**src/rtl/pb_sequencer.sv**
```systemverilog
// pb_sequencer: synchronize, debounce and edge-detect four pushbuttons and sequence ALU operand entry
module pb_sequencer #(
  parameter int DebounceCycles = 1000,
  parameter int CntWidth = 10
) (
  input  logic       clk,
  input  logic       rst,
  input  logic [3:0] pb,
  output logic       en_a,
  output logic       en_b,
  output logic       out_en,
  output logic       clr,
  output logic [1:0] state,
  output logic [3:0] pb_level
);
  typedef enum logic [1:0] {WAIT_A = 2'd0, WAIT_B = 2'd1, WAIT_OP = 2'd2, SHOW = 2'd3} state_t;
  localparam logic [CntWidth-1:0] Last = CntWidth'(DebounceCycles - 1);
  logic [3:0] sync1, sync2, lvl, lvl_d, press;
  logic [CntWidth-1:0] cnt [4];
  state_t cur, nxt;
  logic nxt_a, nxt_b, nxt_out, nxt_clr;
  // two-flop synchronizer for the raw buttons and one-cycle delay of the debounced level
  always_ff @(posedge clk or posedge rst)
    if (rst) begin
      sync1 <= '0;
      sync2 <= '0;
      lvl_d <= '0;
    end else begin
      sync1 <= pb;
      sync2 <= sync1;
      lvl_d <= lvl;
    end
  // accept a new level only after it has differed from the current one for DebounceCycles cycles
  always_ff @(posedge clk or posedge rst)
    if (rst) begin
      lvl <= '0;
      for (int i = 0; i < 4; i++) cnt[i] <= '0;
    end else begin
      for (int i = 0; i < 4; i++)
        if (sync2[i] != lvl[i]) begin
          if (cnt[i] == Last) begin
            lvl[i] <= sync2[i];
            cnt[i] <= '0;
          end else cnt[i] <= cnt[i] + 1'b1;
        end else cnt[i] <= '0;
    end
  assign press = lvl & ~lvl_d;
  // state register and registered one-cycle pulses
  always_ff @(posedge clk or posedge rst)
    if (rst) begin
      cur <= WAIT_A;
      en_a <= 1'b0;
      en_b <= 1'b0;
      out_en <= 1'b0;
      clr <= 1'b0;
    end else begin
      cur <= nxt;
      en_a <= nxt_a;
      en_b <= nxt_b;
      out_en <= nxt_out;
      clr <= nxt_clr;
    end
  // clear overrides everything; otherwise only the press valid in the current state acts
  always_comb begin
    nxt = cur;
    nxt_a = 1'b0;
    nxt_b = 1'b0;
    nxt_out = 1'b0;
    nxt_clr = 1'b0;
    if (press[3]) begin
      nxt_clr = 1'b1;
      nxt = WAIT_A;
    end else
      case (cur)
        WAIT_A: if (press[0]) begin
          nxt_a = 1'b1;
          nxt = WAIT_B;
        end
        WAIT_B: if (press[1]) begin
          nxt_b = 1'b1;
          nxt = WAIT_OP;
        end
        WAIT_OP: if (press[2]) begin
          nxt_out = 1'b1;
          nxt = SHOW;
        end
        default: if (press[2]) nxt_out = 1'b1;
        else if (press[0]) begin
          nxt_a = 1'b1;
          nxt = WAIT_B;
        end
      endcase
  end
  assign state = cur;
  assign pb_level = lvl;
endmodule

```
**config.mk**
```make
export PLATFORM = sky130hd
export DESIGN_NAME = pb_sequencer
export DESIGN_NICKNAME = d
export VERILOG_FILES = /design/src/rtl/pb_sequencer.sv
export SDC_FILE = /design/constraint.sdc
export NUM_CORES = 1
export LEC_CHECK = 0
export ABC_AREA = 0
export CAP_MARGIN = 10
export CORE_ASPECT_RATIO = 1.25
export CORE_MARGIN = 2
export CORE_UTILIZATION = 50
export DETAILED_ROUTE_END_ITERATION = 16
export PLACE_DENSITY = 0.69
export SETUP_SLACK_MARGIN = 0.5
export SLEW_MARGIN = 20
export SYNTH_ARGS = -nofsm -noshare
export SYNTH_HDL_FRONTEND = slang
export SYNTH_SLANG_ARGS = --single-unit
```
**constraint.sdc**
```tcl
create_clock -name clk -period 2.6 [get_ports clk]
set_clock_uncertainty 0.2 [all_clocks]
set_input_delay 0.65 -clock clk [delete_from_list [all_inputs] [get_ports clk]]
set_output_delay 0.65 -clock clk [all_outputs]
set_load 0.01 [all_outputs]
```
==> results.py, run 1 <==
metrics = {
    "setup_path": {
        "cp-end-kind": "output port",
        "crit_family": "buffers and inverters",
        "r2r_slack_ps": 750,
        "r2r.worst_path.cells": 5,
        "crit_fanout": 1,
        "path_buf_inv": 1,
        "slowest_delay_ps": 520,
        "start_kind": "flip-flop",
        "cp_slowest_cell": "clkdlybuf4s50_1",
        "cp_cell_sequence": "clkdlybuf4s50_1",
        "cp.required_ps": 1750,
        "r2r-end": "pb_level[0]",
        "timing.rr.start": "cnt[30]",
        "path_class": "flip-flop to output port",
        "critPathArrivalTime_ps": 1190,
    },
    "routing": {
        "wirelength_um": 4520,
        "drtIter0Drc": 51,
        "ant_nets": 0,
        "wl_per_cell_um": 13.0,
        "dr.pass1.iters": 4,
        "via_per_inst": 5.34,
        "vias": 1858,
        "drc": 0,
    },
    "place": {
        "hpwl_um": 3060,
        "gp_congestion": 0.801,
        "port_buffers": 15,
    },
    "hold_path": {
        "hold_class": "flip-flop to flip-flop",
        "holdPathStages": 0,
        "worstHoldEndpoint": "sync2[3]",
        "min-delay-start": "sync1[3]",
    },
    "pwr": {
        "power.density_mw_per_mm2": 633,
        "p_sw_mw": 0.424,
        "p_leak_nw": 1.49,
        "internal_power_mw": 1.68,
        "p_comb_share_pct": 3.6,
        "irDropWorstVdd_mv": 0.561,
        "swShare_pct": 20.2,
        "pwr-share-clk_pct": 48.7,
        "power.share.sequential_pct": 47.7,
    },
    "global_route": {
        "grt_pass1_vias": 1847,
        "antenna_found_initial": 0,
        "grt_max_degree": 39,
        "gr-total-overflow": 0,
        "grt_usage_pct": 17.4,
        "grt_pass1_wl_um": 8220,
    },
    "synth": {
        "syn_area_sq_mm": 0.00280,
        "yosysSeqAreaShare_pct": 55.5,
        "syn_area_per_cell_sq_um": 11.3,
        "ys_seq_elements": 62,
        "synth_area_leaders": "dfrtp_1 56%, xnor2_1 6.3%, nor2_1 5.8%, ha_1 3.6%, xor2_1 2.5%",
        "syn_nets": 262,
        "synth_top_area_share_pct": 55.5,
        "yosysUniqueCellTypes": 32,
        "post-synth-top-area-cell": "dfrtp_1",
        "syn_inst": 248,
        "ys_warn_count": 0,
    },
    "layout": {
        "num_antenna_cells": 0,
        "syn2layout_area_growth_pct": 18.8,
        "nets": 293,
        "drive_gt1_share_pct": 14.1,
    },
    "status": {
        "outcome": "complete, no violations",
    },
    "flow_run": {
        "maxCapViolCount": 0,
    },
    "timing": {
        "final.setup.tns_ps": 0,
        "max-slew-margin-rel_pct": 65.2,
        "rsz0062_at_grt": "false",
        "hold_slack_ps": 150,
        "finalCritPeriodShare_pct": 78.3,
        "fmax_mhz": 491,
        "hold_viol_final": 0,
        "worst_slew_pin_slew_ps": 521,
        "layout_min_cycle_time_ps": 2040,
        "setup_viol": 0,
        "slew_violations": 0,
    },
    "clocking": {
        "path_clk_slew_ps": 70,
        "clock_latency_ps": 340,
        "cts_hold_buf": 0,
        "cts_buffer_depth": 2,
        "cts_buffers": 9,
        "cts_tree": "yes",
        "cts_sinks": 62,
        "clock_tree.root_cell": "clkbuf_8",
        "ctsHtreeMaxLevel": 3,
    },
    "die": {
        "io_pins": 16,
        "dieArea_sq_mm": 0.00621,
        "die_h_um": 87.6,
        "fp.dieW_um": 70.9,
        "initial_core_util_pct": 51.7,
        "core_sq_mm": 0.00541,
        "placementRows": 30,
    },
}
per-stage QoR:
stage	cell area, sq um	instances	total power, mW	utilization [%]	setup WS [ps]
after detailed placement	3040	328	1.10	56.3	758
final	3320	348	2.10	61.4	564
after global placement	3040	328	1.10	56.3	801
after CTS	3310	348	2.14	61.3	506
after floorplan	2800	248	1.07	-	861
after global routing	3320	348	2.20	61.4	506
registers in the layout, summed over array words and instances (netlist names), 2 cells and up:
signal,cells
state,2
pb_level,4
sync2,4
cnt,40
lvl_d,4
sync1,4
final cells by class:
class / count / area [sq um]
Fill cell: 439 / 2090
Timing Repair Buffer: 21 / 198
Inverter: 11 / 45.0
Clock buffer: 10 / 138
Tap cell: 64 / 80.1
Sequential cell: 62 / 1550
Clock inverter: 6 / 109
Multi-Input combinational cell: 174 / 1200
cell usage after synthesis:
library cell,n
o21ai_0,2
nor3b_1,1
or3_1,4
and3_4,4
mux2i_1,1
a22o_1,1
o21bai_2,4
nor4bb_4,2
nand3_2,4
nor2b_1,2
nand2_1,8
inv_1,11
a21oi_1,11
xor2_1,8
dfrtp_1,62
a22oi_2,1
o21ba_1,1
clkbuf_1,1
and4_1,4
nand2_2,2
ha_1,8
and4bb_1,2
mux2_1,5
o21ai_1,3
a31oi_1,5
nand2b_1,3
nor3_1,5
xnor2_1,20
nor4_1,1
nand3_1,11
nand4_1,8
nor2_1,43
layout by cell type (no fill, tap or decap), drive strengths merged, types with 4 or more instances in the layout:
cell type / synthesis / final
dlygate4sd2: 0 / 4
inv: 11 / 10
a31oi: 5 / 5
and4: 4 / 4
nand4: 8 / 8
a21oi: 11 / 11
xor2: 8 / 8
and3: 4 / 4
nor2: 43 / 43
nand3: 15 / 15
or3: 4 / 4
xnor2: 20 / 20
clkbuf: 1 / 10
o21bai: 4 / 4
o21ai: 5 / 5
nand2: 10 / 10
clkdlybuf4s50: 0 / 8
mux2: 5 / 5
buf: 0 / 6
nor3: 5 / 5
dfrtp: 62 / 62
ha: 8 / 8
how the worst max path moves through the flow:
stage,startpoint,endpoint,slack [ps],depth (start not counted)
floorplan,cnt[10],pb_level[2],860,5
global placement,pb_level[0],pb_level[0],800,1
detailed placement,cnt[10],pb_level[2],760,5
CTS,pb_level[1],pb_level[1],510,1
global route,en_a,en_a,510,1
finish,en_a,en_a,560,1
metal layers:
layer | GRT usage, % | vias up | share of wire, %
met5 | 0 | - | 0
met4 | 9.61 | 0 | 2.9
met3 | 6.33 | 14 | 4.1
met1 | 22.1 | 900 | 47
met2 | 26.3 | 29 | 46
li1 | - | 915 | -
cells by family (layout without fill, tap and decap cells):
kind of cell    Yosys count  after routing  synth area share [%]
buf+inv                  12             48                  1.61
flops                    62             62                  55.5
xor+xnor                 28             28                  8.77
compound gates           28             28                  6.71
mux                       6              6                  2.37
simple gates            104            104                  21.4
fa+ha+maj                 8              8                  3.58
timing repair:
item | in CTS | in global routing
endpoints found under the setup margin | 7 | 3
endpoints found under the hold margin | 0 | 0
gates resized for setup | 4 | 3
setup buffers | 4 | 0
power groups by stage:
stage / Sequential [mW] / Clock (mW) / Combinational, mW
floorplan: 1.02 / 0 / 0.0552
global placement: 1.02 / 0 / 0.0771
detailed placement: 1.02 / 0 / 0.0790
CTS: 1.00 / 1.06 / 0.0794
global route: 1.00 / 1.10 / 0.0917
finish: 1.00 / 1.02 / 0.0764
(Power assumes the default switching activity.)
==> inputs of run 2 (changes only) <==
clock period = 2.1 ns   (was 2.6 ns; I/O delays follow)
==> run 2 against run 1 <==
Against the previous run:
- total power grew 7.9%
- combinational power grew 87%
- global-route usage grew 1.3 points
- design area grew 11%
- first-iteration DRC count grew 20%
- die area is the same
- clock-buffer cell count grew 5
- setup slack lost 130 ps
- utilization grew 6.6 points
- sequential share of layout area shrank 4.2 points
- register-to-register slack lost 320 ps
- sequential power grew 25%
- critical path type is now flip-flop to flip-flop
==> results.py, run 2 (synthesized netlist as in run 1, its figures left out) <==
metrics = {
    "layout": {
        "largest_reg_flops": 40,
        "nets": 327,
        "num_antenna_cells": 0,
        "regMostFlops": "cnt",
        "final_area_sq_mm": 0.00367,
        "syn2layout_area_growth_pct": 31.5,
        "drive_gt1_share_pct": 36.5,
        "final_cell_mix": "53 x dfrtp_1, 40 x nor2_1, 38 x buf_4, 17 x xnor2_1, 11 x nand3_1",
        "final_common_cell": "dfrtp_1",
    },
    "routing": {
        "wl_met1_um": 2310,
        "wl_per_cell_um": 14.4,
        "wl_met2_um": 2930,
        "via_per_inst": 5.33,
        "drtIter0Drc": 61,
        "routed.top_layer": "met4",
        "wirelength_um": 5480,
        "wl_met3_um": 133,
        "vias": 2036,
        "ant_nets": 0,
        "drc": 0,
        "dr.pass1.iters": 4,
    },
    "place": {
        "hpwl_um": 3200,
        "port_buffers": 15,
        "placed_area_sq_mm": 0.00308,
        "gp_congestion": 0.809,
    },
    "clocking": {
        "path_clk_slew_ps": 60,
        "cts_tree": "yes",
        "cts_hold_buf": 0,
        "clock_latency_ps": 340,
        "ctsHtreeMaxLevel": 3,
        "cts_sinks": 62,
        "cts_buffers": 9,
        "cts_buffer_depth": 2,
        "clock_tree.root_cell": "clkbuf_8",
    },
    "die": {
        "initial_core_util_pct": 51.7,
        "die_h_um": 87.6,
        "core_sq_mm": 0.00541,
        "fp.dieW_um": 70.9,
        "dieArea_sq_mm": 0.00621,
        "io_pins": 16,
        "placementRows": 30,
    },
    "timing": {
        "slew_violations": 0,
        "rsz0062_at_grt": "true",
        "fmax_mhz": 599,
        "worst_slew_pin_slew_ps": 431,
        "final.setup.tns_ps": 0,
        "layout_min_cycle_time_ps": 1670,
        "setup_viol": 0,
        "max-slew-margin-rel_pct": 71.1,
        "finalCritPeriodShare_pct": 79.5,
        "hold_viol_final": 0,
    },
    "flow_run": {
        "maxCapViolCount": 0,
    },
    "setup_path": {
        "timing.rr.start": "cnt[11]",
        "crit_fanout": 3,
        "critPathArrivalTime_ps": 1690,
        "cp.required_ps": 2120,
        "path_class": "flip-flop to flip-flop",
        "start_kind": "flip-flop",
        "setup.worst_path.start": "cnt[11]",
        "cp-end-kind": "flip-flop",
    },
    "pwr": {
        "p_leak_nw": 1.58,
        "power.density_mw_per_mm2": 617,
        "irDropWorstVdd_mv": 0.527,
    },
    "hold_path": {
        "min-delay-start": "sync1[2]",
        "hold_class": "flip-flop to flip-flop",
    },
    "global_route": {
        "gr-total-overflow": 0,
        "antenna_found_initial": 0,
        "grt_usage_pct": 18.8,
        "grt_max_degree": 39,
        "grt_pass1_wl_um": 8960,
        "grt_pass1_vias": 2041,
    },
    "status": {
        "outcome": "complete, no violations",
    },
}
run 2: cell types whose count changed in the layout (fill, tap and decap cells not counted), sizes merged:
cell	previous run	this run
clkbuf	10	15
clkinv	3	1
clkdlybuf4s50	8	5
bufinv	3	0
dlymetal6s2s	3	0
buf	6	50
dlygate4sd2	4	0
run 2: area by class of cell:
cell class | instances | area, sq um
Multi-Input combinational cell | 174 | 1400
Clock inverter | 1 | 5.00
Clock buffer | 15 | 156
Timing Repair Buffer | 55 | 423
Sequential cell | 62 | 1560
Tap cell | 64 | 80.1
Fill cell | 437 | 1730
Inverter | 11 | 45.0
run 2: per-layer routing:
layer | GRT usage (%) | up-vias
met4 | 9.43 | 0
met5 | 0 | -
met3 | 4.49 | 11
met2 | 32.5 | 22
met1 | 21.9 | 1018
li1 | - | 985
run 2: repair_timing:
| item | in CTS | in global routing |
|---|---|---|
| gates resized for setup | 64 | 19 |
| buffers inserted | 24 | 13 |
| setup endpoints to repair | 34 | 42 |
| pin swaps | 13 | 6 |
run 2: per-stage QoR:
step,utilization (%),instances,setup slack (ps),hold WS (ps),power (mW)
3_3_place_gp,57.0,329,389,133,1.36
2_1_floorplan,-,248,482,131,1.33
3_5_place_dp,57.0,329,388,136,1.37
6_report,68.0,382,430,146,2.27
5_1_grt,68.0,382,333,153,2.37
4_1_cts,64.4,369,442,150,2.28
run 2: critical path: stages (launching register included):
cell and delay [ps]:
dfrtp_1 400, ha_4 160, nor4bb_4 230, nand2_2 130, nor2_1 110, mux2_1 330
run 2: power by group:
part           total (mW)  switching [mW]  leakage, nW  internal (mW)
logic               0.143          0.0675        0.671         0.0754
clock network       0.878           0.417       0.0817          0.461
registers            1.25          0.0257        0.823           1.22
run 2: final timing paths:
| kind | end | slack [ps] | cells past startpoint |
|---|---|---|---|
| worst max register to register | pb_level[2] | 430 | 5 |
| worst min register to register | sync2[2] | 150 | 0 |
| min in group asynchronous | cnt[28] | 390 | 3 |
| worst min-delay path | sync2[2] | 150 | 0 |
| max in group asynchronous | cnt[4] | 1010 | 3 |
| worst max-delay path | pb_level[2] | 430 | 5 |
==> inputs of run 3 (changes only) <==
clock period = 1.7 ns   (was 2.1 ns; I/O delays follow)
==> run 3 against run 2 <==
Against the previous run:
- critical path depth rose by 1
- die area did not move
- setup slack got worse by 440 ps
- the flow now finishes with violations (setup timing)
- non-clock buffer count rose by 28
- sequential cell count did not move
- combinational power grew 64%
- critical path type unchanged
- final cell count rose by 7.1%
- total power is 34% higher
- clock-buffer cell count decreased by 4
- clock power is 45% higher
==> results.py, run 3 (synthesized netlist as in run 1, its figures left out) <==
metrics = {
    "place": {
        "port_buffers": 15,
        "gp_congestion": 0.813,
        "hpwl_um": 3530,
        "dp_cells": 353,
    },
    "layout": {
        "drive_gt1_share_pct": 49.3,
        "largest_reg_flops": 40,
        "syn2layout_area_growth_pct": 50.5,
        "final_common_cell": "dfrtp_1",
        "fin_util_pct": 77.8,
        "stdcell_count": 409,
        "regMostFlops": "cnt",
        "final_cell_mix": "60 x dfrtp_1, 43 x buf_4, 31 x nor2_1, 24 x buf_6, 14 x xnor2_1",
        "nets": 355,
        "num_antenna_cells": 0,
    },
    "pwr": {
        "p_leak_nw": 1.77,
        "irDropWorstVdd_mv": 0.586,
        "power_mw": 3.03,
        "power.density_mw_per_mm2": 721,
    },
    "timing": {
        "slew_violations": 0,
        "postLayoutSetupSlackWorst_ps": -4.71,
        "finalCritPeriodShare_pct": 100,
        "hold_viol_final": 0,
        "worst_slew_pin_slew_ps": 322,
        "setup_viol": 1,
        "max-slew-margin-rel_pct": 78.5,
        "layout_min_cycle_time_ps": 1700,
        "hold_slack_ps": 151,
        "fmax_mhz": 587,
        "rsz0062_at_grt": "true",
    },
    "die": {
        "core_sq_mm": 0.00541,
        "io_pins": 16,
        "fp.dieW_um": 70.9,
        "dieArea_sq_mm": 0.00621,
        "die_h_um": 87.6,
        "placementRows": 30,
        "initial_core_util_pct": 51.7,
    },
    "status": {
        "outcome": "finished, violations left",
        "violations": "setup timing",
    },
    "routing": {
        "ant_nets": 0,
        "via_per_inst": 5.36,
        "drc": 0,
        "wirelength_um": 6770,
        "vias": 2194,
        "wl_per_cell_um": 16.6,
        "drtIter0Drc": 160,
        "dr.pass1.iters": 4,
    },
    "hold_path": {
        "worstHoldEndpoint": "sync2[3]",
        "min-delay-start": "sync1[3]",
        "holdPathStages": 0,
        "hold_class": "flip-flop to flip-flop",
    },
    "clocking": {
        "ctsHtreeMaxLevel": 3,
        "cts_buffer_depth": 2,
        "clock_tree.root_cell": "clkbuf_8",
        "cts_hold_buf": 0,
        "cts_tree": "yes",
        "cts_buffers": 9,
        "cts_sinks": 62,
        "path_clk_slew_ps": 70,
        "clock_latency_ps": 350,
    },
    "setup_path": {
        "r2r-end": "state[0]",
        "slowest_delay_ps": 390,
        "path_class": "flip-flop to flip-flop",
        "start_kind": "flip-flop",
        "path_buf_inv": 2,
        "cp_slowest_cell": "dfrtp_1",
        "cp-end-kind": "flip-flop",
        "critPathArrivalTime_ps": 1740,
        "r2r_slack_ps": -5,
        "cp.required_ps": 1730,
        "timing.rr.start": "state[0]",
        "crit_family": "flip-flops",
        "crit_fanout": 3,
        "r2r.worst_path.cells": 6,
        "cp_cell_sequence": "buf_6, inv_6, ha_4, o21ba_4, o21ai_2, mux2_4",
    },
    "global_route": {
        "gr-total-overflow": 0,
        "grt_usage_pct": 22.6,
        "grt_max_degree": 21,
        "antenna_found_initial": 0,
        "grt_pass1_vias": 2328,
        "grt_pass1_wl_um": 10700,
    },
    "flow_run": {
        "maxCapViolCount": 0,
    },
}
## run 3: cell types whose count changed in the layout (fill, tap and decap cells not counted), moves of 5 or more
cell	before	now
nor2_2	2	9
buf_4	38	43
nor2_1	40	31
nand3_1	11	5
dfrtp_2	9	2
dfrtp_1	53	60
buf_6	2	24
## run 3: per-layer routing
| metal | vias up | track usage [%] | part of all wire (%) |
|---|---|---|---|
| li1 | 1042 | - | - |
| met1 | 1095 | 24.8 | 40 |
| met2 | 43 | 41.3 | 55 |
| met3 | 14 | 5.18 | 2.5 |
| met4 | 0 | 11.0 | 2.2 |
| met5 | - | 0 | 0 |
## run 3: area by class of cell
class | count | area [sq um]
Inverter | 11 | 55.1
Tap cell | 64 | 80.1
Fill cell | 330 | 1200
Clock buffer | 11 | 141
Timing Repair Buffer | 83 | 743
Sequential cell | 62 | 1550
Multi-Input combinational cell | 174 | 1590
Clock inverter | 4 | 47.5
## run 3: what timing repair did
| item | 4_1_cts | 5_1_grt |
|---|---|---|
| pin swaps | 38 | 30 |
| endpoints found under the setup margin | 59 | 59 |
| resized for setup | 89 | 49 |
| buffers inserted | 30 | 11 |
## run 3: how the worst max path moves through the flow
stage,start,endpoint,slack [ps],cells past startpoint
finish,state[0],state[0],-5,6
global route,cnt[10],cnt[15],-50,5
CTS,pb_level[0],pb_level[0],50,1
detailed placement,cnt[30],pb_level[0],30,5
global placement,cnt[10],pb_level[2],70,5
floorplan,cnt[10],pb_level[2],80,5
## run 3: stage by stage
step	setup slack [ps]	setup TNS [ps]	cell area, sq um
4_1_cts	54.4	0	3920
5_1_grt	-50.3	-314	4210
3_3_place_gp	68.3	0	3300
2_1_floorplan	82.9	0	2840
6_report	-4.71	-4.71	4210
3_5_place_dp	25.1	0	3300
## run 3: power by group
group / total [mW] / leakage [nW] / switching [mW] / internal (mW)
clock: 1.27 / 0.0952 / 0.562 / 0.704
sequential: 1.54 / 0.834 / 0.0271 / 1.51
combinational: 0.234 / 0.840 / 0.105 / 0.129
total: 3.03 / 1.77 / 0.694 / 2.34
## run 3: worst register-to-register path, cell delays in order, from the launching register on
cell,delay (ps)
dfrtp_1,390
buf_6,150
inv_6,50
ha_4,160
o21ba_4,200
o21ai_2,140
mux2_4,320
